<file path="config.mk">
export PLATFORM = sky130hd
export DESIGN_NAME = parallel_to_serial_flat
export DESIGN_NICKNAME = d
export VERILOG_FILES = /design/src/rtl/parallel_to_serial_if.sv /design/src/rtl/parallel_to_serial.sv /design/src/flat_wrapper.sv
export SDC_FILE = /design/constraint.sdc
export NUM_CORES = 1
export LEC_CHECK = 0
export CORE_MARGIN = 10
export CORE_UTILIZATION = 53
export CTS_CLUSTER_SIZE = 12
export DETAILED_ROUTE_END_ITERATION = 12
export PLACE_DENSITY = 0.79
export REMOVE_ABC_BUFFERS = 1
export SKIP_CTS_REPAIR_TIMING = 1
export SYNTH_ARGS = -nofsm -noshare
export SYNTH_HDL_FRONTEND = slang
export SYNTH_SLANG_ARGS = --single-unit
</file>
<file path="constraint.sdc">
create_clock -name clk_i -period 4.14 [get_ports clk_i]
set_clock_uncertainty 0.15 [all_clocks]
set_input_delay 0.828 -clock clk_i [delete_from_list [all_inputs] [get_ports clk_i]]
set_output_delay 0.828 -clock clk_i [all_outputs]
set_load 0.05 [all_outputs]
</file>
<file path="src/rtl/parallel_to_serial_if.sv">
// Load handshake and serial link bundle for parallel_to_serial.
// master: word producer / link observer side; slave: the serializer.
`timescale 1ns/1ps
interface parallel_to_serial_if #(
  parameter int unsigned Width = 16
);
  logic [Width-1:0] load_data;
  logic             load_valid;
  logic             load_ready;
  logic             sout;
  logic             sout_valid;
  logic             done;

  modport master (
    output load_data, load_valid,
    input  load_ready, sout, sout_valid, done
  );

  modport slave (
    input  load_data, load_valid,
    output load_ready, sout, sout_valid, done
  );
endinterface

</file>
<file path="src/rtl/parallel_to_serial.sv">
// Parallel-to-serial transmitter: accepts a WIDTH-bit word on a valid/ready
// handshake and shifts it out MSB first, one bit per clock, with a frame
// qualifier and a one-cycle end-of-word pulse.
// Optional feature: define P2S_BACK_TO_BACK_EN to allow a new word to be
// accepted while the last bit of the current word is on sout (gapless).
`timescale 1ns/1ps
module parallel_to_serial #(
  parameter int unsigned WIDTH = 16
) (
  input  logic                 clk_i,
  input  logic                 rst_ni,
  parallel_to_serial_if.slave  bus
);

  localparam int unsigned CntW = (WIDTH > 2) ? $clog2(WIDTH) : 1;
  localparam logic [CntW-1:0] LastCnt = CntW'(WIDTH - 1);

  typedef enum logic [0:0] {StIdle, StShift} state_e;

  state_e           state_q, state_d;
  logic [WIDTH-1:0] shift_q, shift_d;
  logic [CntW-1:0]  cnt_q, cnt_d;
  logic             sout_q, sout_d;
  logic             valid_q, valid_d;
  logic             done_q, done_d;
  logic             last_bit;
  logic             load_ready;
  logic             accept;

  assign last_bit = (state_q == StShift) && (cnt_q == LastCnt);

  // Ready is a pure function of state so the producer sees it before the edge.
  always_comb begin
`ifdef P2S_BACK_TO_BACK_EN
    load_ready = (state_q == StIdle) || last_bit;
`else
    load_ready = (state_q == StIdle);
`endif
  end

  assign accept = bus.load_valid && load_ready;

  // Next-state: load on accept, otherwise shift until the last bit, then idle.
  always_comb begin
    state_d = state_q;
    shift_d = shift_q;
    cnt_d   = cnt_q;
    sout_d  = sout_q;
    valid_d = valid_q;
    done_d  = 1'b0;
    unique case (state_q)
      StIdle: begin
        if (accept) begin
          shift_d = bus.load_data;
          sout_d  = bus.load_data[WIDTH-1];
          valid_d = 1'b1;
          cnt_d   = '0;
          state_d = StShift;
        end
      end
      StShift: begin
        if (cnt_q == LastCnt) begin
          done_d = 1'b1;
          if (accept) begin
            // Only reachable with back-to-back enabled: MSB follows the LSB directly.
            shift_d = bus.load_data;
            sout_d  = bus.load_data[WIDTH-1];
            valid_d = 1'b1;
            cnt_d   = '0;
          end else begin
            shift_d = '0;
            sout_d  = 1'b0;
            valid_d = 1'b0;
            cnt_d   = '0;
            state_d = StIdle;
          end
        end else begin
          cnt_d   = cnt_q + 1'b1;
          shift_d = {shift_q[WIDTH-2:0], 1'b0};
          sout_d  = shift_q[WIDTH-2];
        end
      end
      default: state_d = StIdle;
    endcase
  end

  // State and output registers; reset aborts any word in flight.
  always_ff @(posedge clk_i or negedge rst_ni) begin
    if (!rst_ni) begin
      state_q <= StIdle;
      shift_q <= '0;
      cnt_q   <= '0;
      sout_q  <= 1'b0;
      valid_q <= 1'b0;
      done_q  <= 1'b0;
    end else begin
      state_q <= state_d;
      shift_q <= shift_d;
      cnt_q   <= cnt_d;
      sout_q  <= sout_d;
      valid_q <= valid_d;
      done_q  <= done_d;
    end
  end

  assign bus.load_ready = load_ready;
  assign bus.sout       = sout_q;
  assign bus.sout_valid = valid_q;
  assign bus.done       = done_q;

endmodule

</file>
<file path="src/flat_wrapper.sv">
// flat-port wrapper written by rule: the top's interface ports become plain ports
module parallel_to_serial_flat 
#(
  parameter int unsigned WIDTH = 16
)
  (clk_i, rst_ni, bus_load_data, bus_load_valid, bus_load_ready, bus_sout, bus_sout_valid, bus_done);
  parallel_to_serial_if #(.Width((16))) bus_i ();
  input  logic clk_i;
  input  logic rst_ni;
  input wire logic [$bits(bus_i.load_data)-1:0] bus_load_data;
  input wire logic [$bits(bus_i.load_valid)-1:0] bus_load_valid;
  output wire logic [$bits(bus_i.load_ready)-1:0] bus_load_ready;
  output wire logic [$bits(bus_i.sout)-1:0] bus_sout;
  output wire logic [$bits(bus_i.sout_valid)-1:0] bus_sout_valid;
  output wire logic [$bits(bus_i.done)-1:0] bus_done;
  assign bus_i.load_data = bus_load_data;
  assign bus_i.load_valid = bus_load_valid;
  assign bus_load_ready = bus_i.load_ready;
  assign bus_sout = bus_i.sout;
  assign bus_sout_valid = bus_i.sout_valid;
  assign bus_done = bus_i.done;
  parallel_to_serial #(.WIDTH(WIDTH)) u_core (.clk_i(clk_i), .rst_ni(rst_ni), .bus(bus_i));
endmodule
</file>
==> metrics.md <==
| Metric | Value |
|---|---|
| Most frequent cells in the layout | 23 x dfrtp_1, 22 x clkdlybuf4s50_1, 16 x mux2i_1 |
| Drt drc | 0 |
| Outcome | completed |
| Worst slew pin tran | 1040 ps |
| Leading cell type in the layout, fill and taps excluded | dfrtp_1 |
| Final Util | slightly below 70% |
| Final std cells w/o fill | 130 |
| Overflow after GRT | 0 |
| Max Clk Rate | between 300 and 400 MHz |
| Final hold violations | 0 |
| Normalized max-slew margin | between 30% and 40% |
| Die H | 65.6 um |
| Core area | around 2000 sq um |
| Post-route ant nets | 0 |
| Clk slew on worst S/H paths | 120 ps |
| CTS root buf | clkbuf_4 |
| LEAKAGE | 0.584 nW |
| Die area | 4300 sq um |
| Clock sink count | 23 |
| Vias | 720 |
| Reg2reg setup slack | 2360 ps |
| Initial antenna violation count | 0 |
| Worst reg2reg path endpoint | u_core.cnt_q[0] |
| Clk Latency, worst-skew pair | between 300 and 400 ps |
| Startpoint types | flop |
| Area delta synth->final | 22.9% |
| Cts bufs inserted | 3 |
| Critical Path RT | roughly 3200 ps |
| Largest net degree at the start of global routing | 25 |
| Initial Utilization | between 50% and 60% |
| IR drop worst, VDD | roughly 0.38 mV |
| Crit path to | bus_load_ready |
| Routed vias/inst | 5.54 |
| Hold Path Class | flop to flop |
| Final HPWL DP | 1500 um |
| # nets final | approximately 120 |
| Leading area contributor after synthesis | dfrtp_1 |
| Top post-synthesis cells by area | dfrtp_1 52%, mux2i_1 15%, o2bb2ai_2 14%, o2bb2ai_1 4.0%, a21oi_1 2.3% |
| Area of the mapped netlist | 1100 sq um |
| 1st-iter DRT viols | 35 |
| Die width | around 66 um |
| First-pass GRT wire length | between 3000 and 4000 um |
| WP data arrival | between 1500 and 2000 ps |
| Vias in the first global route | 747 |
| Fin crit share | 68.0% |
| # Max-Cap Violations | 0 |
| CP Class | flop to primary output |
| Row cnt | 16 |
| Flops & latches, synth | 23 |
| Post-DR wirelength/cell | about 16 um |
| Synth cell types | 19 |
| Reg2Reg Depth | 3 |
| Placed cells | 126 |
| Slew Viols, Final | 0 |
| RSZ-0062 raised after global routing | no |
| Post-synth top area share | 52.2% |
| Drt first pass iters | 4 |
| # IOs | 23 |
| Final Wtd Congestion | 0.739 |
| Syn Area/Cell | approximately 14 sq um |
| Final setup vio count | 0 |
| Setup tns final | 0 ps |
| Min Tclk post-route | 2810 ps |
| Setup crit end kind | primary output |
| Number of antenna diodes | 0 |
| R2R Path Start | u_core.cnt_q[0] |
| Gate Count Post-Synth | 81 |
| Critical path fanouts, max | 24 |
| Power Dens Cells | 609 nW/um^2 |
| CP Launch Point | u_core.state_q |
| Share of cells above drive strength 1 | 17.5% |
| Total GRT Usage | about a tenth |
| # port buffers | 22 |
| Clock H-tree levels | 1 |
| TritonCTS clock tree | built |
| Post-Route WL | 2020 um |
| Post-route design area | between 1000 and 1500 sq um |
| Clock Path Buffers | 2 |
| Total power | 0.826 mW |
| Fill cells | 155 |
| Min-delay src | u_core.shift_q[6] |
| Dpl cell area | between 1000 and 1500 sq um |
| Syn. warnings | 0 |
| Post-synthesis sequential area ratio | 52.2% |
-- cell usage after synthesis --
library cell and n:
o221ai_1 1, mux2_2 1, nor2_1 5, a21oi_1 5, mux2i_1 16, nand4_1 1
a22o_1 1, ha_1 1, o21ai_1 1, o2bb2ai_2 10, dfrtp_1 23, nand2_1 2
inv_1 2, o2bb2ai_1 5, buf_4 2, a31oi_4 1, buf_2 2, buf_6 1
inv_2 1
-- layout make-up --
cell class                 instances  area [sq um]  share of cell area [%]
clock buffer                       3          22.5                    1.66
clock inverter                     1          5.00                   0.369
inverter                           3          11.3                   0.831
multi-input combinational         50           479                    35.4
sequential                        23           576                    42.5
tap                               27          33.8                    2.49
timing repair buffer              23           228                    16.8
-- how the worst min path moves through the flow --
| stage | end | cells after the start |
|---|---|---|
| 6_report | u_core.shift_q[7] | 1 |
| 2_1_floorplan | u_core.bus.sout | 1 |
| 5_1_grt | u_core.shift_q[8] | 1 |
| 4_1_cts | u_core.shift_q[7] | 1 |
| 3_3_place_gp | u_core.shift_q[7] | 1 |
| 3_5_place_dp | u_core.shift_q[7] | 1 |
-- sequential cells by signal, indices dropped and copies added (netlist names) --
register,cells
u_core.bus.done,1
u_core.bus.sout,1
u_core.bus.sout_valid,1
u_core.cnt_q,4
u_core.shift_q,15
u_core.state_q,1
-- per-stage QoR --
step / setup WS, ps / hold slack [ps]
detailed placement: 1350 / 329
global route: 1250 / 373
floorplan: 2080 / 305
global placement: 1400 / 313
CTS: 1310 / 357
finish: 1330 / 352
-- metal layers --
layer / vias to the layer above / wire, um / track usage (%)
met5: - / 0 / 0
met4: 0 / 31 / 6.15
met3: 4 / 79 / 2.88
met2: 17 / 980 / 15.5
met1: 355 / 929 / 12.2
li1: 344 / - / -
-- kinds of logic (layout without fill, tap and decap cells) --
| kind of cell | Yosys count | in the layout | share of synthesized area (%) |
|---|---|---|---|
| AOI/OAI and AO/OA | 24 | 24 | 23.8 |
| adders and majority gates | 1 | 1 | 1.13 |
| buffers and inverters | 8 | 30 | 4.31 |
| DFF | 23 | 23 | 52.2 |
| muxes | 17 | 17 | 15.6 |
| and+or+nand+nor | 8 | 8 | 2.95 |
-- worst max-delay path, stage by stage, from the launching register on --
cell	delay, ps
dfrtp_1	380
buf_4	220
inv_2	120
clkdlybuf4s50_1	810
-- where the power goes --
group	internal (mW)	switching [mW]	total, mW
clock network	0.0361	0.0642	0.100
registers	0.307	0.0651	0.372
logic	0.163	0.190	0.353
(Power assumes the default switching activity.)
